==> src/rtl/config_pkg.sv <==
// Shared definitions for the configuration sequencer and the tile address matchers.
package config_pkg;

    localparam int unsigned COUNT_W_DEFAULT = 16;

    // Header word: pair count lives in the low bits, upper bits ignored.
    localparam int unsigned HDR_COUNT_LSB = 0;

    // Broadcast address split {tile_id, config_id}.
    localparam int unsigned CONFIG_TILE_ID_MSB = 31;
    localparam int unsigned CONFIG_TILE_ID_LSB = 16;
    localparam int unsigned CONFIG_ID_MSB      = 15;
    localparam int unsigned CONFIG_ID_LSB      = 0;

    // Width of the settle timer; covers HOLD_CYCLES 0..15.
    localparam int unsigned HOLD_TIMER_W = 4;

    typedef enum logic [2:0] {
        ST_IDLE  = 3'd0,
        ST_HDR   = 3'd1,
        ST_ADDR  = 3'd2,
        ST_DATA  = 3'd3,
        ST_WRITE = 3'd4,
        ST_HOLD  = 3'd5,
        ST_CHK   = 3'd6,
        ST_DONE  = 3'd7
    } seq_state_e;

    function automatic logic [15:0] tile_id_of(input logic [31:0] addr);
        return addr[CONFIG_TILE_ID_MSB:CONFIG_TILE_ID_LSB];
    endfunction

    function automatic logic [15:0] config_id_of(input logic [31:0] addr);
        return addr[CONFIG_ID_MSB:CONFIG_ID_LSB];
    endfunction

endpackage

==> src/rtl/config_sequencer_hold_timer.sv <==
// Loadable down-counter with zero flag; times the bus-settle window after each write.
module hold_timer #(
    parameter int unsigned W = 4
) (
    input  logic         clk,
    input  logic         rst,
    input  logic         load,
    input  logic [W-1:0] load_val,
    output logic         zero
);

    logic [W-1:0] cnt_q;
    logic [W-1:0] cnt_d;

    // Load wins; otherwise count down and park at zero.
    always_comb begin
        cnt_d = cnt_q;
        if (load) begin
            cnt_d = load_val;
        end else if (cnt_q != '0) begin
            cnt_d = cnt_q - W'(1);
        end
    end

    // Counter register.
    always_ff @(posedge clk or posedge rst) begin
        if (rst) begin
            cnt_q <= '0;
        end else begin
            cnt_q <= cnt_d;
        end
    end

    assign zero = (cnt_q == '0);

endmodule

==> src/rtl/config_sequencer.sv <==
// Config bitstream sequencer: header, (addr, data) pairs, one-cycle write strobes, settle hold.
// Optional trailing XOR checksum word when CONFIG_SEQ_CHECKSUM_EN is defined.
module config_sequencer
    import config_pkg::*;
#(
    parameter int unsigned HOLD_CYCLES = 2,
    parameter int unsigned COUNT_W     = COUNT_W_DEFAULT
) (
    input  logic               clk,
    input  logic               reset,
    input  logic               start,
    input  logic [31:0]        bs_data,
    input  logic               bs_valid,
    output logic               bs_ready,
    output logic [31:0]        config_addr,
    output logic [31:0]        config_data,
    output logic               config_write,
    output logic               busy,
    output logic               done,
    output logic               err,
    output logic [COUNT_W-1:0] cfg_count
);

    // Timer holds HOLD_CYCLES-1 on entry to HOLD and leaves HOLD on the cycle it reads zero.
    localparam logic [HOLD_TIMER_W-1:0] HOLD_LOAD =
        (HOLD_CYCLES == 0) ? '0 : HOLD_TIMER_W'(HOLD_CYCLES - 1);

`ifdef CONFIG_SEQ_CHECKSUM_EN
    localparam seq_state_e LAST_NEXT = ST_CHK;
`else
    localparam seq_state_e LAST_NEXT = ST_DONE;
`endif

    seq_state_e         state_q, state_d;
    logic [COUNT_W-1:0] remaining_q, remaining_d;
    logic [COUNT_W-1:0] count_q, count_d;
    logic [31:0]        addr_q, addr_d;
    logic [31:0]        data_q, data_d;
    logic               done_q, done_d;
    logic               timer_load;
    logic               timer_zero;
    logic               xfer;
`ifdef CONFIG_SEQ_CHECKSUM_EN
    logic [31:0]        xor_q, xor_d;
    logic               err_q, err_d;
`endif

    assign xfer = bs_valid & bs_ready;

    // Next-state and datapath update for the sequencing FSM.
    always_comb begin
        state_d     = state_q;
        remaining_d = remaining_q;
        count_d     = count_q;
        addr_d      = addr_q;
        data_d      = data_q;
        done_d      = done_q;
        timer_load  = 1'b0;
`ifdef CONFIG_SEQ_CHECKSUM_EN
        xor_d       = xor_q;
        err_d       = err_q;
`endif
        case (state_q)
            ST_IDLE: begin
                if (start) begin
                    state_d = ST_HDR;
                    done_d  = 1'b0;
                    count_d = '0;
`ifdef CONFIG_SEQ_CHECKSUM_EN
                    xor_d   = '0;
                    err_d   = 1'b0;
`endif
                end
            end
            ST_HDR: begin
                if (xfer) begin
                    remaining_d = bs_data[HDR_COUNT_LSB +: COUNT_W];
`ifdef CONFIG_SEQ_CHECKSUM_EN
                    xor_d       = xor_q ^ bs_data;
`endif
                    state_d     = (remaining_d == '0) ? LAST_NEXT : ST_ADDR;
                end
            end
            ST_ADDR: begin
                if (xfer) begin
                    addr_d  = bs_data;
`ifdef CONFIG_SEQ_CHECKSUM_EN
                    xor_d   = xor_q ^ bs_data;
`endif
                    state_d = ST_DATA;
                end
            end
            ST_DATA: begin
                if (xfer) begin
                    data_d  = bs_data;
`ifdef CONFIG_SEQ_CHECKSUM_EN
                    xor_d   = xor_q ^ bs_data;
`endif
                    state_d = ST_WRITE;
                end
            end
            ST_WRITE: begin
                remaining_d = remaining_q - COUNT_W'(1);
                if (count_q != '1) begin
                    count_d = count_q + COUNT_W'(1);
                end
                if (HOLD_CYCLES != 0) begin
                    timer_load = 1'b1;
                    state_d    = ST_HOLD;
                end else begin
                    state_d = (remaining_d == '0) ? LAST_NEXT : ST_ADDR;
                end
            end
            ST_HOLD: begin
                if (timer_zero) begin
                    state_d = (remaining_q == '0) ? LAST_NEXT : ST_ADDR;
                end
            end
`ifdef CONFIG_SEQ_CHECKSUM_EN
            ST_CHK: begin
                if (xfer) begin
                    if (bs_data != xor_q) begin
                        err_d = 1'b1;
                    end
                    state_d = ST_DONE;
                end
            end
`endif
            ST_DONE: begin
                state_d = ST_IDLE;
            end
            default: begin
                state_d = ST_IDLE;
            end
        endcase
        if (state_d == ST_DONE) begin
            done_d = 1'b1;
        end
    end

    // State and datapath registers; reset aborts any load in progress.
    always_ff @(posedge clk or posedge reset) begin
        if (reset) begin
            state_q     <= ST_IDLE;
            remaining_q <= '0;
            count_q     <= '0;
            addr_q      <= '0;
            data_q      <= '0;
            done_q      <= 1'b0;
`ifdef CONFIG_SEQ_CHECKSUM_EN
            xor_q       <= '0;
            err_q       <= 1'b0;
`endif
        end else begin
            state_q     <= state_d;
            remaining_q <= remaining_d;
            count_q     <= count_d;
            addr_q      <= addr_d;
            data_q      <= data_d;
            done_q      <= done_d;
`ifdef CONFIG_SEQ_CHECKSUM_EN
            xor_q       <= xor_d;
            err_q       <= err_d;
`endif
        end
    end

    hold_timer #(
        .W (HOLD_TIMER_W)
    ) u_hold_timer (
        .clk      (clk),
        .rst      (reset),
        .load     (timer_load),
        .load_val (HOLD_LOAD),
        .zero     (timer_zero)
    );

`ifdef CONFIG_SEQ_CHECKSUM_EN
    assign bs_ready = (state_q == ST_HDR) || (state_q == ST_ADDR) ||
                      (state_q == ST_DATA) || (state_q == ST_CHK);
    assign err      = err_q;
`else
    assign bs_ready = (state_q == ST_HDR) || (state_q == ST_ADDR) ||
                      (state_q == ST_DATA);
    assign err      = 1'b0;
`endif

    assign config_write = (state_q == ST_WRITE);
    assign busy         = (state_q != ST_IDLE);
    assign done         = done_q;
    assign config_addr  = addr_q;
    assign config_data  = data_q;
    assign cfg_count    = count_q;

endmodule

==> config.mk <==
export PLATFORM = sky130hd
export DESIGN_NAME = config_sequencer
export DESIGN_NICKNAME = d
export VERILOG_FILES = /design/src/rtl/config_pkg.sv /design/src/rtl/config_sequencer_hold_timer.sv /design/src/rtl/config_sequencer.sv
export SDC_FILE = /design/constraint.sdc
export NUM_CORES = 1
export LEC_CHECK = 0
export CAP_MARGIN = 40
export CORE_ASPECT_RATIO = 1.5
export CORE_MARGIN = 5
export CORE_UTILIZATION = 55
export CTS_CLUSTER_DIAMETER = 50
export DETAILED_ROUTE_END_ITERATION = 12
export DONT_BUFFER_PORTS = 1
export PLACE_DENSITY = 0.72
export SLEW_MARGIN = 20
export SYNTH_ARGS = -nofsm -noshare
export SYNTH_HDL_FRONTEND = slang
export SYNTH_SLANG_ARGS = --single-unit
==> constraint.sdc <==
create_clock -name clk -period 3.2 [get_ports clk]
set_clock_uncertainty 0.1 [all_clocks]
set_input_delay 0 -clock clk [delete_from_list [all_inputs] [get_ports clk]]
set_output_delay 0 -clock clk [all_outputs]
set_load 0.02 [all_outputs]
==> results.sh, run 1 <==
export IMPL_pwr_share_clk_pct=19.8
export IMPL_setup_viol=0
export IMPL_leakage_nw=2.25
export IMPL_grt_start_max_net_pins=63
export IMPL_yosys_cell_types=61
export IMPL_routed_wirelength_um=10900
export IMPL_die_area_sq_um=10600
export IMPL_gr_usage_all_layers_pct=21.5
export IMPL_area_occupied_by_multi_input_gates_sq_um=2000
export IMPL_route_met2_wl_um=5690
export IMPL_crit_path_end_kind="flip-flop"
export IMPL_yosys_top_cells_area="dfrtp_1 55%, mux2_2 13%, nand2_1 2.1%"
export IMPL_antenna_cells=0
export IMPL_rsz0062_at_grt="no"
export IMPL_syn_nets=434
export IMPL_yosys_most_used_dff="dfrtp_1"
export IMPL_dr_total_vias=3320
export IMPL_cts_tree="yes"
export IMPL_die_h_um=123
export IMPL_syn_mean_instance_area_sq_um=12.0
export IMPL_residual_overflow_from_global_routing=0
export IMPL_clock_insertion_delay_at_the_later_pin_of_the_skew_report_ns=0.34
export IMPL_p_sw_mw=2.17
export IMPL_core_area_sq_um=8410
export IMPL_cts_buffer_depth=2
export IMPL_syn_inst=394
export IMPL_width_of_the_die_um=85.7
export IMPL_met3_length_um=1010
export IMPL_worst_path_max_delay_cell="or3b_1"
export IMPL_post_synth_instance_area_sq_um=4720
export IMPL_final_layout_size_suffix_gt1_share_pct=20.1
export IMPL_timing_critical_path_fanout_max=16
export IMPL_rr_startpoint="state_q[1]"
export IMPL_hp_class="in -> reg"
export IMPL_routed_top_layer="met4"
export IMPL_wl_per_cell_um=20.3
export IMPL_synth_warning_count=0
export IMPL_seqPwrFrac_pct=55.7
export IMPL_met1_length_um=4050
export IMPL_core_rowCount=41
export IMPL_ctsHtreeMaxLevel=3
export IMPL_timing_max_slew_rel_slack_pct=51.2
export IMPL_power_report_internal_total_mw=3.16
export IMPL_path_class="reg -> reg"
export IMPL_place_gp_congestion=0.870
export IMPL_floorplan_io_pins=121
export IMPL_drt_vias_per_instance=6.16
export IMPL_run_status="complete, no violations"
export IMPL_starting_density_of_the_core_pct=56.1
export IMPL_timing_worst_slew_pin_value_ns=0.725
export IMPL_first_global_vias=3379
export IMPL_yosysMostFrequentCell="dfrtp_1"
export IMPL_synth_cells_most_frequent="104 x dfrtp_1, 56 x mux2_2, 27 x nand2_1"
export IMPL_worst_setup_path_end="cfg_count[11]"
export IMPL_switching_share_pct=40.7
export IMPL_timing_critical_path_max_delay_family="simple AND/OR/NAND/NOR gates"
export IMPL_post_cts_buffers=0
export IMPL_placed_area_sq_um=4820
export IMPL_place_detailed_hpwl_um=7580
export IMPL_detail_route_iter0_violations=176
export IMPL_fill_cells=636
export IMPL_clock_transition_at_the_register_clock_pins_on_the_worst_setup_and_hold_paths_after_cts_ns=0.07
export IMPL_final_max_slew_viol_count=0
export IMPL_end_of_the_worst_register_to_register_path="cfg_count[11]"
export IMPL_timing_max_cap_violations=0
export IMPL_cpPeakStageDelay_ns=0.58
export IMPL_finalHoldViolCount=0
export IMPL_cp_depth=5
export IMPL_worst_hold_slack_ns=0.0233
export IMPL_startpoint_type="flip-flop"
export IMPL_synthDominantAreaCellType="dfrtp_1"
export IMPL_worst_ep_arrival_time_ns=2.72
export IMPL_antenna_found_initial=0
export IMPL_synth_edff_count=0
export IMPL_clock_sink_count=104
export IMPL_worstPathRequired_ns=3.36
export IMPL_synth_top_cell_area_share_pct=55.1
export IMPL_detail_route_first_pass_iterations=4
export IMPL_count_of_input_and_output_buffers=0
export IMPL_crit_path_start="state_q[1]"
export IMPL_synthToLayoutAreaGrowth_pct=16.5
export IMPL_path_buf_inv=1
export IMPL_finalInstanceArea_sq_um=5500
export IMPL_num_nets_final=467
export IMPL_async_reset_ff_share_pct=100
export IMPL_rrSetupSlack_ns=0.64
export IMPL_drt_drc_violations_left=0
export IMPL_grt_first_pass_wirelength_um=17800
export IMPL_worstPathCellList="or3b_1 -> inv_2 -> nand3_1 -> or4_1 -> a21oi_1"
export IMPL_combPwrFrac_pct=24.5
export IMPL_reg2regPathDepth=5
export IMPL_tritoncts_num_buffers=9
export IMPL_fin_tns_setup_ns=0
export IMPL_postSynthRegisterBits=104
export IMPL_final_min_period_over_clock_period_pct=80.0
export IMPL_fmaxAchievable_ghz=0.391
export IMPL_ctsRootBufferMaster="clkbuf_16"
export IMPL_power_ir_vdd_worst_mv=0.556
export IMPL_yosysSeqAreaShare_pct=55.1
export IMPL_final_seq_area_sq_um=2600
export IMPL_power_density_nw_per_um2=968
export IMPL_finalWorstPathRequiredPeriod_ns=2.56
export IMPL_antenna_left=0
-- how the worst min path moves through the flow --
stage,start,endpoint,slack (ns),cells after the start
global route,bs_data[8],done,0.02,4
finish,bs_data[8],done,0.02,4
floorplan,bs_data[7],remaining_q[7],0.02,2
global placement,reset,cfg_count[5],-0.04,1
CTS,bs_data[8],done,0.007,4
detailed placement,reset,cfg_count[9],-0.03,1
-- final cells by class --
cell class / count / area share (%)
inverter: 10 / 0.728
multi-input combinational: 261 / 36.3
tap: 107 / 2.43
clock buffer: 10 / 4.34
timing repair buffer: 41 / 7.96
sequential: 104 / 47.3
clock inverter: 6 / 0.910
-- state kept, by name, summed over array words and instances, names as in the netlist --
| signal | count |
|---|---|
| config_data | 32 |
| done | 1 |
| u_hold_timer.cnt_q | 4 |
| cfg_count | 16 |
| remaining_q | 16 |
| state_q | 3 |
| config_addr | 32 |
-- cells in the final DEF (no fill, tap or decap), types with 3 or more instances in the layout --
master / n
dfrtp_1: 104
mux2_2: 56
dlygate4sd3_1: 36
nand2_1: 27
nor2_1: 20
nand3_1: 13
nor3_1: 13
a21oi_1: 11
nor4_1: 10
clkbuf_16: 9
inv_1: 8
or3_1: 8
mux2_1: 8
mux2i_1: 7
a211oi_1: 7
nand4_1: 5
o31ai_1: 5
or4_1: 5
o211ai_1: 5
o21ai_0: 4
ha_1: 4
nand2b_1: 3
and4_1: 3
a311oi_1: 3
nor3b_1: 3
xnor2_1: 3
buf_4: 3
-- kinds of logic (layout without fill, tap and decap cells) --
logic type | Yosys count | count (layout) | share of synthesized area [%]
muxes | 71 | 71 | 16.7
other | 1 | 1 | 0.0794
and+or+nand+nor | 131 | 131 | 16.2
xor gates and xnor gates | 4 | 4 | 0.742
adders and majority gates | 4 | 4 | 1.06
AOI/OAI and AO/OA | 50 | 50 | 7.53
buffers and inverters | 29 | 67 | 2.57
DFF | 104 | 104 | 55.1
-- power groups by stage --
stage	sequential (mW)	clock (mW)	combinational (mW)
global route	3.06	1.14	1.46
detailed placement	3.00	0	1.26
finish	2.97	1.06	1.30
floorplan	2.79	0	1.10
global placement	2.98	0	1.19
CTS	2.98	1.08	1.32
-- per-stage QoR --
stage               utilization, %  setup slack (ns)  cells  total power, mW
floorplan                        -             0.368    394             3.89
global placement              57.0             0.745    485             4.17
detailed placement            57.3             0.684    486             4.26
CTS                           64.9             0.668    537             5.37
global route                  65.4             0.530    539             5.66
finish                        65.4             0.639    539             5.33
-- tightest hold or removal path, cell delays in order --
cell and delay, ns:
nor4_1 0.04, and3_1 0.17, nand3_1 0.12, a31oi_1 0.10
-- layer usage --
metal / up-vias / global-route usage (%)
met4: 0 / 6.83
met5: - / 0
met3: 20 / 8.40
met2: 117 / 37.7
met1: 1653 / 23.9
li1: 1530 / -
-- repair_timing --
item	in CTS	in global routing
gates resized for setup	0	0
hold buffers	35	1
hold endpoints to repair	151	1
Note: power is estimated with default switching activity, not from simulation.
==> inputs of run 2 (changes only) <==
==> constraint.sdc (replaced) <==
create_clock -name clk -period 2.6 [get_ports clk]
set_clock_uncertainty 0.1 [all_clocks]
set_input_delay 0 -clock clk [delete_from_list [all_inputs] [get_ports clk]]
set_output_delay 0 -clock clk [all_outputs]
set_load 0.02 [all_outputs]
==> run 2 against run 1 <==
Net effect: sequential power rose by 21%; utilization rose by 0.65 points; clock power rose by 22%; setup slack got worse by 0.42 ns; largest power group unchanged; non-clock buffer count rose by 9; final cell count rose by 1.7%; combinational power rose by 35%; design area rose by 1.0%.
==> results.sh, run 2 (synthesis gave the netlist of run 1 again) <==
export IMPL_grt_start_max_net_pins=40
export IMPL_utilization_pct=66.0
export IMPL_die_area_sq_um=10600
export IMPL_power_ir_vdd_worst_mv=0.840
export IMPL_cts_buffer_depth=2
export IMPL_fin_ws_ns=0.220
export IMPL_fmaxAchievable_ghz=0.420
export IMPL_num_nets_final=476
export IMPL_worstPathRequired_ns=2.76
export IMPL_drt_drc_violations_left=0
export IMPL_cp_depth=4
export IMPL_placed_area_sq_um=4920
export IMPL_place_worst_setup_slack_ns=0.273
export IMPL_reg2regPathDepth=4
export IMPL_power_density_nw_per_um2=1190
export IMPL_rsz0062_at_grt="no"
export IMPL_clock_transition_at_the_register_clock_pins_on_the_worst_setup_and_hold_paths_after_cts_ns=0.07
export IMPL_place_gp_congestion=0.893
export IMPL_path_buf_inv=0
export IMPL_core_rowCount=41
export IMPL_timing_critical_path_fanout_max=10
export IMPL_crit_path_end_kind="flip-flop"
export IMPL_rrSetupSlack_ns=0.22
export IMPL_finalInstanceArea_sq_um=5560
export IMPL_antenna_left=0
export IMPL_core_area_sq_um=8410
export IMPL_timing_worst_slew_pin_value_ns=0.721
export IMPL_gr_usage_all_layers_pct=22.5
export IMPL_starting_density_of_the_core_pct=56.1
export IMPL_final_min_period_over_clock_period_pct=91.5
export IMPL_most_frequent_cells_in_the_layout="104 x dfrtp_1, 56 x mux2_2, 35 x dlygate4sd3_1"
export IMPL_tritoncts_num_buffers=9
export IMPL_final_common_cell="dfrtp_1"
export IMPL_crit_path_start="state_q[1]"
export IMPL_cts_tree="yes"
export IMPL_grt_first_pass_wirelength_um=18400
export IMPL_run_status="complete, no violations"
export IMPL_width_of_the_die_um=85.7
export IMPL_detail_route_first_pass_iterations=4
export IMPL_leakage_nw=2.29
export IMPL_count_of_input_and_output_buffers=0
export IMPL_dr_total_vias=3405
export IMPL_worst_hold_slack_ns=0.0134
export IMPL_ctsHtreeMaxLevel=3
export IMPL_antenna_found_initial=0
export IMPL_drt_vias_per_instance=6.21
export IMPL_worstPathCellList="or3b_1 -> or4_4 -> or4_1 -> a21oi_1"
export IMPL_worst_path_max_delay_cell="or4_4"
export IMPL_rr_startpoint="state_q[1]"
export IMPL_antenna_cells=0
export IMPL_final_seq_area_sq_um=2600
export IMPL_startpoint_type="flip-flop"
export IMPL_routed_wirelength_um=11400
export IMPL_wl_per_cell_um=20.8
export IMPL_place_detailed_hpwl_um=8000
export IMPL_first_global_vias=3568
export IMPL_totalPowerFinal_mw=6.64
export IMPL_finalWorstPathRequiredPeriod_ns=2.38
export IMPL_worst_setup_path_end="cfg_count[14]"
export IMPL_cpPeakStageDelay_ns=0.60
export IMPL_die_h_um=123
export IMPL_hp_class="in -> reg"
export IMPL_final_max_slew_viol_count=0
export IMPL_final_layout_size_suffix_gt1_share_pct=21.8
export IMPL_area_occupied_by_multi_input_gates_sq_um=2000
export IMPL_path_class="reg -> reg"
export IMPL_timing_max_slew_rel_slack_pct=51.5
export IMPL_setup_viol=0
export IMPL_detail_route_iter0_violations=181
export IMPL_final_cell_count_no_fill=548
export IMPL_worst_ep_arrival_time_ns=2.54
export IMPL_floorplan_io_pins=121
export IMPL_timing_max_cap_violations=0
export IMPL_timing_critical_path_max_delay_family="simple AND/OR/NAND/NOR gates"
export IMPL_end_of_the_worst_register_to_register_path="cfg_count[14]"
export IMPL_clock_sink_count=104
export IMPL_fin_tns_setup_ns=0
export IMPL_finalHoldViolCount=0
export IMPL_synthToLayoutAreaGrowth_pct=17.7
export IMPL_residual_overflow_from_global_routing=0
export IMPL_postCtsResizedCells=0
export IMPL_post_cts_buffers=0
export IMPL_ctsRootBufferMaster="clkbuf_16"
export IMPL_fill_cells=629
export IMPL_place_inst=497
export IMPL_clock_insertion_delay_at_the_later_pin_of_the_skew_report_ns=0.34
[run 2: changes by cell type in the layout (fill, tap and decap cells not counted), sizes merged]
cell         previous run  this run
buf                     5        15
clkbuf                 10        12
clkinvlp                1         3
dlygate4sd3            36        35
inv                    13         9
[run 2: cell type report]
type,count,share of cell area [%]
sequential,104,46.8
multi-input combinational,261,36.0
timing repair buffer,50,8.92
clock buffer,12,4.62
tap,107,2.41
inverter,10,0.743
clock inverter,4,0.518
[run 2: power breakdown]
part	total (mW)	leakage (nW)	internal [mW]	switching (mW)
logic	1.76	0.880	0.905	0.858
clock network	1.29	0.135	0.702	0.583
registers	3.59	1.27	2.34	1.25
[run 2: timing repair]
action	in CTS	in global routing
endpoints found under the hold margin	143	0
hold buffers	35	0
setup endpoints to repair	0	0
[run 2: worst min-delay path by stage]
stage                    start              end  cells past startpoint
CTS                 bs_data[8]             done                      4
global placement         reset  config_addr[31]                      1
detailed placement       reset  config_addr[13]                      1
floorplan           bs_data[7]   remaining_q[7]                      2
global route        bs_data[8]             done                      4
finish              bs_data[8]             done                      4
[run 2: worst min-delay path: cells and delay by family]
family	cells	cell delay [ns]
and+or+nand+nor	3	0.33
AOI/OAI and AO/OA	1	0.10
[run 2: metal layers]
layer	up-vias	routed length (um)	global-route usage, %	share of wire (%)
met5	-	0	0	0
met4	0	414	10.2	3.6
met3	42	1020	8.93	8.9
met2	163	5840	37.6	51
met1	1658	4130	25.1	36
li1	1542	-	-	-
==> inputs of run 3 (changes only) <==
--- a/config.mk
+++ b/config.mk
@@ -8,11 +8,11 @@
 export CAP_MARGIN = 40
 export CORE_ASPECT_RATIO = 1.5
 export CORE_MARGIN = 5
-export CORE_UTILIZATION = 55
+export CORE_UTILIZATION = 45
 export CTS_CLUSTER_DIAMETER = 50
 export DETAILED_ROUTE_END_ITERATION = 12
 export DONT_BUFFER_PORTS = 1
-export PLACE_DENSITY = 0.72
+export PLACE_DENSITY = 0.59
 export SLEW_MARGIN = 20
 export SYNTH_ARGS = -nofsm -noshare
 export SYNTH_HDL_FRONTEND = slang
==> run 3 against run 2 <==
Net effect: highest routed layer unchanged; register-to-register slack improved by 0.08 ns; non-clock buffer count rose by 5; die area rose by 20%; via count fell by 0.68%; design area rose by 1.6%; fmax rose by 3.5%; critical path depth did not move; sequential cell count did not move.
==> results.sh, run 3 (synthesis gave the netlist of run 1 again) <==
export IMPL_run_status="complete, no violations"
export IMPL_postCtsResizedCells=0
export IMPL_tritoncts_num_buffers=9
export IMPL_timing_critical_path_fanout_max=10
export IMPL_detail_route_iter0_violations=160
export IMPL_clock_sink_count=104
export IMPL_clock_transition_at_the_register_clock_pins_on_the_worst_setup_and_hold_paths_after_cts_ns=0.07
export IMPL_antenna_left=0
export IMPL_finalWorstPathRequiredPeriod_ns=2.30
export IMPL_worst_hold_slack_ns=0.0106
export IMPL_final_layout_size_suffix_gt1_share_pct=22.7
export IMPL_timing_max_slew_rel_slack_pct=59.7
export IMPL_worst_ep_arrival_time_ns=2.45
export IMPL_ctsRootBufferMaster="clkbuf_16"
export IMPL_worst_path_max_delay_cell="or4_4"
export IMPL_worstPathCellList="or3b_1 -> or4_4 -> or4_1 -> a21oi_1"
export IMPL_place_gp_congestion=0.791
export IMPL_fmaxAchievable_ghz=0.435
export IMPL_final_min_period_over_clock_period_pct=88.4
export IMPL_cts_tree="yes"
export IMPL_core_rowCount=45
export IMPL_place_detailed_hpwl_um=8210
export IMPL_crit_path_end_kind="flip-flop"
export IMPL_finalHoldViolCount=0
export IMPL_timing_max_cap_violations=0
export IMPL_core_area_sq_um=10200
export IMPL_clock_insertion_delay_at_the_later_pin_of_the_skew_report_ns=0.35
export IMPL_grt_first_pass_wirelength_um=19200
export IMPL_most_frequent_cells_in_the_layout="104 x dfrtp_1, 56 x mux2_2, 35 x dlygate4sd3_1"
export IMPL_detail_route_first_pass_iterations=5
export IMPL_die_area_sq_um=12700
export IMPL_wl_per_cell_um=20.4
export IMPL_power_ir_vdd_worst_mv=0.630
export IMPL_setup_viol=0
export IMPL_routed_wirelength_um=12000
export IMPL_drt_vias_per_instance=5.77
export IMPL_cts_buffer_depth=2
export IMPL_first_global_vias=3577
export IMPL_hp_class="in -> reg"
export IMPL_worstPathRequired_ns=2.75
export IMPL_residual_overflow_from_global_routing=0
export IMPL_timing_worst_slew_pin_value_ns=0.602
export IMPL_die_h_um=135
export IMPL_antenna_found_initial=0
export IMPL_ctsHtreeMaxLevel=3
export IMPL_num_nets_final=481
export IMPL_path_class="reg -> reg"
export IMPL_count_of_input_and_output_buffers=0
export IMPL_timing_critical_path_max_delay_family="simple AND/OR/NAND/NOR gates"
export IMPL_power_density_nw_per_um2=1200
export IMPL_antenna_cells=0
export IMPL_final_max_slew_viol_count=0
export IMPL_final_common_cell="dfrtp_1"
export IMPL_starting_density_of_the_core_pct=46.3
export IMPL_floorplan_io_pins=121
export IMPL_synthToLayoutAreaGrowth_pct=19.6
export IMPL_post_cts_buffers=0
export IMPL_dr_total_vias=3382
export IMPL_path_buf_inv=0
export IMPL_startpoint_type="flip-flop"
export IMPL_fin_tns_setup_ns=0
export IMPL_cpPeakStageDelay_ns=0.60
export IMPL_drt_drc_violations_left=0
export IMPL_leakage_nw=2.32
export IMPL_rsz0062_at_grt="no"
export IMPL_gr_usage_all_layers_pct=19.4
export IMPL_grt_start_max_net_pins=105
export IMPL_width_of_the_die_um=93.6
==> run 3: path summary, 6_finish.rpt <==
check / cells after the start / to / slack [ns] / from
worst min-delay path: 4 / done / 0.01 / bs_data[15]
min in group asynchronous: 3 / config_data[18] / 0.19 / reset
worst max-delay path: 4 / cfg_count[14] / 0.30 / state_q[1]
max in group asynchronous: 3 / cfg_count[8] / 1.79 / reset
worst max register to register: 4 / cfg_count[14] / 0.30 / state_q[1]
worst min register to register: 1 / remaining_q[14] / 0.41 / remaining_q[14]
==> run 3: area by class of cell <==
class	instances	area, sq um
fillers	852	4540
flip-flops and latches	104	2600
multi-input cells	261	2000
repair buffers	55	526
clock buffers	10	239
well taps	141	176
clock inverters	5	63.8
inverters	10	41.3
==> run 3: tightest hold or removal path: stages <==
cell     delay, ns
nor4_1        0.02
and3_1        0.18
nand3_1       0.12
a31oi_1       0.10
==> run 3: power by group <==
group	internal [mW]	switching, mW	total (mW)	leakage (nW)
registers	2.34	1.24	3.58	1.27
clock network	0.776	0.598	1.37	0.146
logic	0.924	0.875	1.80	0.902
total	4.04	2.71	6.75	2.32
==> run 3: repair_timing <==
item	CTS	global route
hold buffers	35	0
endpoints found under the hold margin	194	0
endpoints found under the setup margin	0	0
==> run 3: per-stage QoR <==
step	util [%]	worst slack, ns	cells	total power [mW]	instance area (sq um)
floorplan	-	0.477	394	4.79	4730
global placement	49.0	0.405	536	5.28	4990
detailed placement	49.0	0.312	536	5.37	4990
CTS	55.4	0.302	586	6.81	5650
global route	55.4	0.193	586	7.16	5650
finish	55.4	0.301	586	6.75	5650
==> run 3: routing by layer <==
layer | share of wire, % | routed length [um] | track usage (%) | vias to the layer above
met5 | 0 | 0 | 0 | -
met4 | 1.3 | 157 | 7.07 | 0
met3 | 6.9 | 830 | 6.17 | 8
met2 | 55 | 6630 | 35.2 | 99
met1 | 36 | 4360 | 20.8 | 1732
li1 | - | - | - | 1543
